[src/rtl/regfile_write_arbiter_if.sv]
// Write-port bundle between the requesters (core writeback, debug host, clear trigger)
// and regfile_write_arbiter, plus the register-file write port it drives.
interface regfile_write_arbiter_if #(
  parameter int unsigned ADDR_W = 4,
  parameter int unsigned DATA_W = 24
);
  logic              CoreWrValid;
  logic [ADDR_W-1:0] CoreWrAddr;
  logic [DATA_W-1:0] CoreWrData;
  logic              CoreWrReady;
  logic              DbgWrValid;
  logic [ADDR_W-1:0] DbgWrAddr;
  logic [DATA_W-1:0] DbgWrData;
  logic              DbgWrReady;
  logic              ClearStart;
  logic              ClearBusy;
  logic              ClearDone;
  logic [ADDR_W-1:0] RD;
  logic [DATA_W-1:0] WriteData;
  logic              RegWrite;

  modport master (
    output CoreWrValid, CoreWrAddr, CoreWrData,
    output DbgWrValid, DbgWrAddr, DbgWrData,
    output ClearStart,
    input  CoreWrReady, DbgWrReady, ClearBusy, ClearDone,
    input  RD, WriteData, RegWrite
  );

  modport slave (
    input  CoreWrValid, CoreWrAddr, CoreWrData,
    input  DbgWrValid, DbgWrAddr, DbgWrData,
    input  ClearStart,
    output CoreWrReady, DbgWrReady, ClearBusy, ClearDone,
    output RD, WriteData, RegWrite
  );
endinterface

[src/rtl/regfile_write_arbiter.sv]
// Round-robin arbiter for the register-file write port (core writeback vs debug writes).
// Defining REGFILE_CLEAR_EN adds a sequencer that zeroes every register on ClearStart.
module regfile_write_arbiter #(
  parameter int unsigned ADDR_W   = 4,
  parameter int unsigned DATA_W   = 24,
  parameter int unsigned NUM_REGS = 16
) (
  input logic                    Clock,
  input logic                    Reset,
  regfile_write_arbiter_if.slave bus
);

  typedef enum logic {
    IDLE  = 1'b0,
    CLEAR = 1'b1
  } state_t;

  state_t            state;
  logic              last_dbg;
  logic              clear_req;
  logic              core_ready;
  logic              dbg_ready;
  logic              wr_en;
  logic [ADDR_W-1:0] wr_addr;
  logic [DATA_W-1:0] wr_data;
  logic              reg_write_q;
  logic [ADDR_W-1:0] rd_q;
  logic [DATA_W-1:0] write_data_q;

`ifdef REGFILE_CLEAR_EN
  localparam int unsigned CNT_W = $clog2(NUM_REGS + 1);

  state_t           state_next;
  logic [CNT_W-1:0] cnt;
  logic [CNT_W-1:0] cnt_next;
  logic             clear_busy_q;
  logic             clear_done_q;

  // State register and clear address counter
  always_ff @(posedge Clock or posedge Reset) begin
    if (Reset) begin
      state <= IDLE;
      cnt   <= '0;
    end else begin
      state <= state_next;
      cnt   <= cnt_next;
    end
  end

  // Beat 0 is issued from IDLE, so the counter enters CLEAR already pointing at register 1;
  // the final CLEAR cycle (cnt == NUM_REGS) issues nothing and only hands back to IDLE.
  always_comb begin
    state_next = state;
    cnt_next   = cnt;
    case (state)
      IDLE: begin
        if (bus.ClearStart) begin
          state_next = CLEAR;
          cnt_next   = CNT_W'(1);
        end
      end
      CLEAR: begin
        if (cnt == CNT_W'(NUM_REGS)) begin
          state_next = IDLE;
          cnt_next   = '0;
        end else begin
          cnt_next = cnt + CNT_W'(1);
        end
      end
      default: begin
        state_next = IDLE;
        cnt_next   = '0;
      end
    endcase
  end

  always_ff @(posedge Clock or posedge Reset) begin
    if (Reset) begin
      clear_busy_q <= 1'b0;
      clear_done_q <= 1'b0;
    end else begin
      clear_busy_q <= (state_next == CLEAR);
      clear_done_q <= (state == CLEAR) && (state_next == IDLE);
    end
  end

  assign clear_req     = bus.ClearStart;
  assign bus.ClearBusy = clear_busy_q;
  assign bus.ClearDone = clear_done_q;
`else
  assign state         = IDLE;
  assign clear_req     = 1'b0;
  assign bus.ClearBusy = 1'b0;
  assign bus.ClearDone = 1'b0;
`endif

  // Grant and write-beat selection; nothing is granted while Reset is asserted
  always_comb begin
    core_ready = 1'b0;
    dbg_ready  = 1'b0;
    wr_en      = 1'b0;
    wr_addr    = '0;
    wr_data    = '0;
    if (!Reset) begin
      if (state == IDLE) begin
        if (clear_req) begin
          wr_en = 1'b1;
        end else if (bus.CoreWrValid && (!bus.DbgWrValid || last_dbg)) begin
          core_ready = 1'b1;
          wr_en      = 1'b1;
          wr_addr    = bus.CoreWrAddr;
          wr_data    = bus.CoreWrData;
        end else if (bus.DbgWrValid) begin
          dbg_ready = 1'b1;
          wr_en     = 1'b1;
          wr_addr   = bus.DbgWrAddr;
          wr_data   = bus.DbgWrData;
        end
      end
`ifdef REGFILE_CLEAR_EN
      else if (cnt != CNT_W'(NUM_REGS)) begin
        wr_en   = 1'b1;
        wr_addr = ADDR_W'(cnt);
      end
`endif
    end
  end

  // Write port register; address and data hold between beats
  always_ff @(posedge Clock or posedge Reset) begin
    if (Reset) begin
      reg_write_q  <= 1'b0;
      rd_q         <= '0;
      write_data_q <= '0;
      last_dbg     <= 1'b1;
    end else begin
      reg_write_q <= wr_en;
      if (wr_en) begin
        rd_q         <= wr_addr;
        write_data_q <= wr_data;
      end
      if (core_ready) begin
        last_dbg <= 1'b0;
      end else if (dbg_ready) begin
        last_dbg <= 1'b1;
      end
    end
  end

  assign bus.CoreWrReady = core_ready;
  assign bus.DbgWrReady  = dbg_ready;
  assign bus.RegWrite    = reg_write_q;
  assign bus.RD          = rd_q;
  assign bus.WriteData   = write_data_q;

endmodule

[src/flat_wrapper.sv]
// flat-port wrapper written by rule: the top's interface ports become plain ports
module regfile_write_arbiter_flat 
#(
  parameter int unsigned ADDR_W   = 4,
  parameter int unsigned DATA_W   = 24,
  parameter int unsigned NUM_REGS = 16
)
  (Clock, Reset, bus_CoreWrValid, bus_CoreWrAddr, bus_CoreWrData, bus_DbgWrValid, bus_DbgWrAddr, bus_DbgWrData, bus_ClearStart, bus_CoreWrReady, bus_DbgWrReady, bus_ClearBusy, bus_ClearDone, bus_RD, bus_WriteData, bus_RegWrite);
  regfile_write_arbiter_if #(.ADDR_W(ADDR_W), .DATA_W(DATA_W)) bus_i ();
  input logic Clock;
  input logic Reset;
  input wire logic [$bits(bus_i.CoreWrValid)-1:0] bus_CoreWrValid;
  input wire logic [$bits(bus_i.CoreWrAddr)-1:0] bus_CoreWrAddr;
  input wire logic [$bits(bus_i.CoreWrData)-1:0] bus_CoreWrData;
  input wire logic [$bits(bus_i.DbgWrValid)-1:0] bus_DbgWrValid;
  input wire logic [$bits(bus_i.DbgWrAddr)-1:0] bus_DbgWrAddr;
  input wire logic [$bits(bus_i.DbgWrData)-1:0] bus_DbgWrData;
  input wire logic [$bits(bus_i.ClearStart)-1:0] bus_ClearStart;
  output wire logic [$bits(bus_i.CoreWrReady)-1:0] bus_CoreWrReady;
  output wire logic [$bits(bus_i.DbgWrReady)-1:0] bus_DbgWrReady;
  output wire logic [$bits(bus_i.ClearBusy)-1:0] bus_ClearBusy;
  output wire logic [$bits(bus_i.ClearDone)-1:0] bus_ClearDone;
  output wire logic [$bits(bus_i.RD)-1:0] bus_RD;
  output wire logic [$bits(bus_i.WriteData)-1:0] bus_WriteData;
  output wire logic [$bits(bus_i.RegWrite)-1:0] bus_RegWrite;
  assign bus_i.CoreWrValid = bus_CoreWrValid;
  assign bus_i.CoreWrAddr = bus_CoreWrAddr;
  assign bus_i.CoreWrData = bus_CoreWrData;
  assign bus_i.DbgWrValid = bus_DbgWrValid;
  assign bus_i.DbgWrAddr = bus_DbgWrAddr;
  assign bus_i.DbgWrData = bus_DbgWrData;
  assign bus_i.ClearStart = bus_ClearStart;
  assign bus_CoreWrReady = bus_i.CoreWrReady;
  assign bus_DbgWrReady = bus_i.DbgWrReady;
  assign bus_ClearBusy = bus_i.ClearBusy;
  assign bus_ClearDone = bus_i.ClearDone;
  assign bus_RD = bus_i.RD;
  assign bus_WriteData = bus_i.WriteData;
  assign bus_RegWrite = bus_i.RegWrite;
  regfile_write_arbiter #(.ADDR_W(ADDR_W), .DATA_W(DATA_W), .NUM_REGS(NUM_REGS)) u_core (.Clock(Clock), .Reset(Reset), .bus(bus_i));
endmodule
[config.mk]
export PLATFORM = sky130hd
export DESIGN_NAME = regfile_write_arbiter_flat
export DESIGN_NICKNAME = d
export VERILOG_FILES = /design/src/rtl/regfile_write_arbiter_if.sv /design/src/rtl/regfile_write_arbiter.sv /design/src/flat_wrapper.sv
export SDC_FILE = /design/constraint.sdc
export NUM_CORES = 1
export LEC_CHECK = 0
export CAP_MARGIN = 20
export CORE_MARGIN = 2
export CORE_UTILIZATION = 35
export DETAILED_ROUTE_END_ITERATION = 6
export GPL_TIMING_DRIVEN = 0
export PLACE_DENSITY = 0.91
export SLEW_MARGIN = 20
export SYNTH_ARGS = -nofsm -noshare
export SYNTH_HDL_FRONTEND = slang
export SYNTH_SLANG_ARGS = --single-unit
[constraint.sdc]
create_clock -name Clock -period 2.3 [get_ports Clock]
set_clock_uncertainty 0.2 [all_clocks]
set_input_delay 0.345 -clock Clock [delete_from_list [all_inputs] [get_ports Clock]]
set_output_delay 0.345 -clock Clock [all_outputs]
set_load 0.05 [all_outputs]
==> results of run 1 <==
-- synth_stat cells (all sizes together) --
library cell,n
inv,5
a21oi,1
a31oi,1
o21bai,1
o221a,28
o211ai,1
buf,9
nand3,1
dfstp,1
dfrtp,29
nand2b,28
clkbuf,2
nand2,1
conb,1
-- metal layers --
| metal | vias to the layer above | global-route usage |
|---|---|---|
| met2 | 68 | 0.340 |
| met1 | 607 | 0.240 |
| met3 | 4 | 0.0709 |
| met4 | 0 | 0.0714 |
| li1 | 606 | - |
| met5 | - | 0 |
-- where the power goes --
| part | switching, mW | internal (mW) | leakage (nW) |
|---|---|---|---|
| Clock | 0.181 | 0.243 | 0.0455 |
| Combinational | 0.453 | 0.348 | 0.620 |
| Sequential | 0.0400 | 0.614 | 0.329 |
| Total | 0.674 | 1.20 | 0.995 |
-- cell type report --
cell class | count | share of cell area
tap | 48 | 0.0245
inverter | 5 | 0.00919
timing repair inverter | 1 | 0.00204
timing repair buffer | 93 | 0.373
sequential | 30 | 0.307
buffer | 10 | 0.0276
clock buffer | 8 | 0.0368
multi-input combinational | 64 | 0.220
-- logic make-up after synthesis --
kind of cell / Yosys count / synth area share
compound gates: 32 / 0.252
flops: 30 / 0.546
simple gates: 30 / 0.134
buf+inv: 16 / 0.0654
other cells: 1 / 0.00272
-- per-stage QoR --
| step | TNS, ns | instances | power (mW) |
|---|---|---|---|
| detailed placement | -12.10 | 248 | 1.46 |
| floorplan | 0 | 110 | 1.14 |
| global route | 0 | 259 | 1.97 |
| CTS | 0 | 260 | 1.90 |
| finish | 0 | 259 | 1.88 |
| global placement | -11.68 | 248 | 1.45 |
-- registers in the layout (all words and copies together) (netlist names) --
name                  count
u_core.last_dbg           1
u_core.bus.RD             4
u_core.bus.RegWrite       1
u_core.bus.WriteData     24
-- cells in the final DEF, fill, tap and decap left out, drive strengths merged --
master / instances
conb: 2
o211ai: 1
clkdlybuf4s50: 86
clkbuf: 10
nand2: 1
nand3: 1
nand2b: 28
buf: 13
inv: 4
a31oi: 1
a21oi: 1
dlygate4sd2: 1
o221a: 28
clkinvlp: 2
dfrtp: 29
dfstp: 1
o21bai: 1
dlymetal6s2s: 1
-- worst max-delay path: stages --
cell and delay (ns):
clkdlybuf4s50_1 0.56, o211ai_2 0.13, buf_6 0.16, buf_6 0.14, inv_1 0.05, buf_2 0.25
-- repair_timing --
action,CTS,global route
gates resized for setup,11,2
gates cloned,1,0
buffers inserted,3,0
hold endpoints to repair,0,0
setup endpoints to repair,21,2
-- how the worst min path moves through the flow --
stage / to / slack, ns / depth (start not counted)
2_1_floorplan: u_core.bus.RD[0]$_DFFE_PP0P_ / 0.08 / 1
3_3_place_gp: u_core.last_dbg$_DFFE_PP1P_ / 0.33 / 2
3_5_place_dp: u_core.last_dbg$_DFFE_PP1P_ / 0.34 / 2
4_1_cts: u_core.bus.WriteData[20]$_DFFE_PP0P_ / 0.09 / 3
5_1_grt: u_core.bus.WriteData[20]$_DFFE_PP0P_ / 0.10 / 3
6_report: u_core.bus.WriteData[20]$_DFFE_PP0P_ / 0.10 / 3
==> flow_summary_export.csv, run 1 <==
group,metric,value,unit
logic_synthesis,yosysWarnings,0,
sta,drv_slew,0,
cells_and_area,nets,271,
cells_and_area,seqCellArea,752,um2
route,drt-vias-per-instance,4.96,
cells_and_area,diodes,0,
logic_synthesis,yosysUniqueCellTypes,17,
floorplan,core_area,3720,um2
cells_and_area,areaGrowthSynthToFinish,78.0,%
logic_synthesis,ys_ff_latch,30,
place,post-place-ws,-1.20,ns
flow_run,cap_viol_max_count,0,
sta,tightest_slew,0.822,ns
sta,period_needed,2.19,ns
clock_tree,cts-root-buf,"clkbuf_8",
sta,fmax,0.457,GHz
logic_synthesis,ys_seq_area_frac,0.546,
cells_and_area,drive_gt1_frac,0.246,
power_and_ir_drop,power_density,767,nW/um2
route,vias,1285,
sta,maxSlewHeadroom,0.449,
sta,holdWs,0.101,ns
logic_synthesis,yosys.area.top_type,"dfrtp_1",
setup_path,cp.required,1.75,ns
route,drt_iter0_markers,75,
logic_synthesis,synth_top_area_frac,0.527,
setup_path,cp-startpoint,"bus_CoreWrValid",
cells_and_area,multi_input_area,538,um2
floorplan,std_cell_rows,22,
cells_and_area,design_area,2450,um2
route,ant_nets,0,
clock_tree,clkTransAtPathRegs,0.06,ns
setup_path,endpoint,"bus_CoreWrReady",
setup_path,crit_arrival,1.64,ns
setup_path,cp-end-kind,"output port",
logic_synthesis,synthCells,109,
setup_path,regToRegSetupSlack,0.61,ns
place,placed_cell_area,2340,um2
setup_path,r2r_end,"u_core.bus.WriteData[5]$_DFFE_PP0P_",
cells_and_area,fillers,296,
place,numPortBuffers,90,
power_and_ir_drop,irDropWorstVdd,0.505,mV
power_and_ir_drop,leakagePower,0.995,nW
logic_synthesis,synthTopCellsByArea,"dfrtp_1 (53%), o221a_2 (23%), nand2b_1 (13%), buf_4 (2.7%), dfstp_2 (1.9%)",
clock_tree,htreeDepth,2,
logic_synthesis,avgSynthCellArea,12.6,um2
place,gp_congestion,0.700,
setup_path,cp-start-kind,"primary input",
route,wl_per_cell,16.7,um
sta,hold_viol,0,
setup_path,reg2reg_depth,4,
clock_tree,numCtsBuffers,5,
sta,worst_slack,0.113,ns
logic_synthesis,mappedNetlistArea,1380,um2
global_route,grt_max_degree,18,
clock_tree,cts.sinks,30,
global_route,grt_use_total,0.203,
global_route,antenna_found_initial,0,
route,wirelength,4340,um
place,place_hpwl,3130,um
route,wl_met2,2120,um
setup_path,cp_max_fo,10,
floorplan,initial_core_util,0.370,
sta,setup_viol,0,
floorplan,ioPinCount,94,
setup_path,worstSetupPathType,"in2out",
route,dr.max_layer_used,"met4",
floorplan,die_x,66.7,um
route,wl_met3,407,um
cells_and_area,fin_util,0.659,
sta,rsz0062_at_grt,"false",
outcome,outcome,"finished, final reports clean",
floorplan,die_height,66.7,um
global_route,grt_pass1_wl,6590,um
setup_path,timing.rr.start,"u_core.last_dbg$_DFFE_PP1P_",
global_route,grt-ovfl-total,0,
clock_tree,cts.hold.buffers_added,0,
sta,min_period_over_period,0.951,
clock_tree,clk_latency,0.27,ns
clock_tree,cts_tree,"built",
global_route,grt_pass1_vias,1358,
route,drc,0,
clock_tree,clockBufferDepth,2,
hold_path,hold_class,"in2async",
floorplan,die_area,4450,um2
route,met1_length,1770,um
route,dr.pass1.iters,4,
Note: power is estimated with default switching activity, not from simulation.
==> run 2: changes to the inputs <==
--- a/config.mk
+++ b/config.mk
@@ -5,9 +5,10 @@
 export SDC_FILE = /design/constraint.sdc
 export NUM_CORES = 1
 export LEC_CHECK = 0
+export ABC_AREA = 1
 export CAP_MARGIN = 20
 export CORE_MARGIN = 2
-export CORE_UTILIZATION = 35
+export CORE_UTILIZATION = 39
 export DETAILED_ROUTE_END_ITERATION = 6
 export GPL_TIMING_DRIVEN = 0
 export PLACE_DENSITY = 0.91
==> run 2 against run 1 <==
Net effect:
- synthesized area increased by 26%
- sequential share of layout area is 4.0 points lower
- total power decreased by 0.15%
- global-route usage shrank 0.13 points
- design area rose by 15%
- final cell count grew 58%
- highest routed layer unchanged
==> flow_summary_export.csv, run 2 <==
group,metric,value,unit
outcome,outcome,"finished, final reports clean",
sta,setup_viol,0,
setup_path,slowest_stage,"clkdlybuf4s50_1",
logic_synthesis,synthXorXnorAreaFrac,0,
logic_synthesis,avgSynthCellArea,6.71,um2
setup_path,crit_arrival,1.69,ns
clock_tree,cts.sinks,30,
setup_path,worstSetupPathType,"in2out",
floorplan,die_x,70.6,um
cells_and_area,final_common_cell,"nand2_1",
setup_path,cp_max_fo,10,
power_and_ir_drop,leakagePower,1.49,nW
floorplan,std_cell_rows,24,
sta,tightest_slew,0.514,ns
global_route,grt-ovfl-total,0,
clock_tree,clkTransAtPathRegs,0.06,ns
place,place_hpwl,3630,um
floorplan,die_height,70.6,um
logic_synthesis,yosysUniqueCellTypes,14,
power_and_ir_drop,power.net_switching,718,uW
setup_path,regToRegSetupSlack,0.80,ns
clock_tree,cts_tree,"built",
setup_path,cp-start-kind,"primary input",
route,wl_per_cell,12.1,um
route,ant_nets,0,
setup_path,cp-end-kind,"output port",
sta,holdWs,0.277,ns
floorplan,die_area,4990,um2
clock_tree,cts_post_setup_buffers_inserted,0,
setup_path,path_cells,"clkdlybuf4s50_1 -> nand2_1 -> nand2_1 -> clkbuf_4 -> nand2_1 -> nor2_1 -> clkbuf_4",
logic_synthesis,synth_commonest_cells,"nand2_1 (115), nand3_1 (56), dfrtp_1 (29), inv_1 (29)",
logic_synthesis,synthCells,258,
logic_synthesis,synth_compound_area_frac,0.00578,
route,vias,1951,
logic_synthesis,yosysWarnings,0,
sta,fmax,0.447,GHz
sta,tns,0,ns
logic_synthesis,yosys.area_share.simple,0.418,
sta,min_period_over_period,0.973,
clock_tree,cts-root-buf,"clkbuf_8",
power_and_ir_drop,irDropWorstVdd,0.383,mV
cells_and_area,diodes,0,
logic_synthesis,ys_seq_area_frac,0.435,
logic_synthesis,async_flop_share,1.00,
setup_path,crit_path_max_incr_delay,0.54,ns
global_route,grt_use_total,0.202,
setup_path,path_common_cell,"nand2_1",
route,drt_iter0_markers,65,
sta,hold_viol,0,
route,drt-vias-per-instance,4.76,
cells_and_area,areaGrowthSynthToFinish,62.7,%
flow_run,cap_viol_max_count,0,
route,drc,0,
floorplan,core_area,4320,um2
logic_synthesis,yosysMostFrequentCell,"nand2_1",
logic_synthesis,synth_top_family_by_area,"simple AND/OR/NAND/NOR gates",
cells_and_area,drive_gt1_frac,0.0838,
logic_synthesis,synthTopCellsByArea,"dfrtp_1 (42%), nand2_1 (25%), nand3_1 (16%), inv_1 (6.3%), buf_4 (3.0%)",
hold_path,hold_class,"reg2reg",
floorplan,initial_core_util,0.400,
setup_path,path_buf_inv,3,
global_route,grt_pass1_vias,1823,
logic_synthesis,synthAdderAreaFrac,0,
place,numPortBuffers,90,
clock_tree,clk_latency,0.27,ns
setup_path,cp.required,1.75,ns
logic_synthesis,synth_top_area_frac,0.419,
setup_path,cp.depth,7,
power_and_ir_drop,netSwitchingFraction,0.383,
setup_path,reg2reg_depth,7,
logic_synthesis,synthFlopType,"dfrtp_1",
route,dr.pass1.iters,4,
clock_tree,clockBufferDepth,2,
global_route,grt_max_degree,26,
route,wirelength,4950,um
logic_synthesis,synth.area.mux_share,0,
power_and_ir_drop,internal_power,1.16,mW
logic_synthesis,synth_edf_count,0,
logic_synthesis,mappedNetlistArea,1730,um2
place,gp_congestion,0.778,
hold_path,hold_depth,2,
power_and_ir_drop,power_frac_comb,0.426,
power_and_ir_drop,power_density,666,nW/um2
cells_and_area,nets,418,
sta,rsz0062_at_grt,"false",
power_and_ir_drop,seqPwrFrac,0.348,
global_route,grt_pass1_wl,8140,um
global_route,antenna_found_initial,0,
clock_tree,htreeDepth,2,
setup_path,crit_family,"buffers and inverters",
floorplan,ioPinCount,94,
sta,maxSlewHeadroom,0.657,
logic_synthesis,yosys.area.top_type,"dfrtp_1",
clock_tree,numCtsBuffers,5,
sta,drv_slew,0,
cells_and_area,largest_reg_flops,24,
sta,period_needed,2.24,ns
power_and_ir_drop,pwr-share-clk,0.226,
cells_and_area,final_cell_mix,"nand2_1 (115), clkdlybuf4s50_1 (88), nand3_1 (56)",
clock_tree,cts.hold.buffers_added,0,
logic_synthesis,ys_ff_latch,30,
==> run 2: cell count changes after synthesis, moves of 2 or more <==
cell / previous run / this run
nand3_1: 1 / 56
buf_4: 5 / 7
nand2_1: 1 / 115
inv_1: 4 / 29
o221a_2: 28 / 0
clkbuf_1: 2 / 4
nand2b_1: 28 / 0
buf_2: 3 / 7
nor2_1: 0 / 3
==> run 2: kinds of logic after synthesis <==
kind of cell	after synthesis
buffers and inverters	51
DFF	30
other	1
AOI/OAI and AO/OA	2
and+or+nand+nor	174
==> run 2: final cells by class <==
type                            instances  area, um2
Multi-Input combinational cell        178        741
Inverter                               31        116
Timing Repair Buffer                   91        921
Sequential cell                        30        752
Clock inverter                          1       5.00
Buffer                                 20        129
Tap cell                               52       65.1
Fill cell                             396       1510
Clock buffer                            7       86.3
==> run 2: per-layer routing <==
| metal | vias up | GRT usage | part of all wire | wire length, um |
|---|---|---|---|---|
| met5 | - | 0 | 0 | 0 |
| met4 | 0 | 0.0587 | 0.011 | 52 |
| met3 | 6 | 0.0442 | 0.079 | 390 |
| met2 | 73 | 0.347 | 0.50 | 2480 |
| met1 | 889 | 0.257 | 0.41 | 2030 |
| li1 | 983 | - | - | - |
==> run 2: tightest hold or removal path, stage by stage, from the launching register on <==
cell and delay, ns:
dfrtp_1 0.34, nand2_1 0.05, nand2_1 0.05
==> run 2: power by group through the flow <==
stage	registers, mW	logic (mW)	clock network (mW)
2_1_floorplan	0.926	0.215	0
3_3_place_gp	0.658	0.787	0
3_5_place_dp	0.660	0.804	0
4_1_cts	0.652	0.806	0.443
5_1_grt	0.660	0.852	0.462
6_report	0.652	0.800	0.424
==> run 2: worst paths after layout <==
kind	startpoint	endpoint
max in group asynchronous	Reset	u_core.last_dbg$_DFFE_PP1P_
min in group asynchronous	Reset	u_core.bus.WriteData[10]$_DFFE_PP0P_
setup reg to reg	u_core.last_dbg$_DFFE_PP1P_	u_core.bus.WriteData[0]$_DFFE_PP0P_
hold reg to reg	u_core.bus.WriteData[17]$_DFFE_PP0P_	u_core.bus.WriteData[17]$_DFFE_PP0P_
hold / removal	u_core.bus.WriteData[17]$_DFFE_PP0P_	u_core.bus.WriteData[17]$_DFFE_PP0P_
setup / recovery	bus_DbgWrValid	bus_DbgWrReady
==> run 2: through the flow <==
stage	setup WS, ns	cell area [um2]	total power, mW	cells	util
floorplan	0.251	1730	1.14	259	-
global placement	-0.640	2700	1.45	401	0.624
detailed placement	-0.520	2730	1.46	402	0.631
CTS	0.0178	2820	1.90	410	0.651
global route	0.00182	2820	1.97	410	0.651
finish	0.0622	2820	1.88	410	0.651
==> run 2: what timing repair did <==
action	4_1_cts	5_1_grt
gates resized for setup	8	4
pin swaps	0	0
endpoints found under the setup margin	2	2
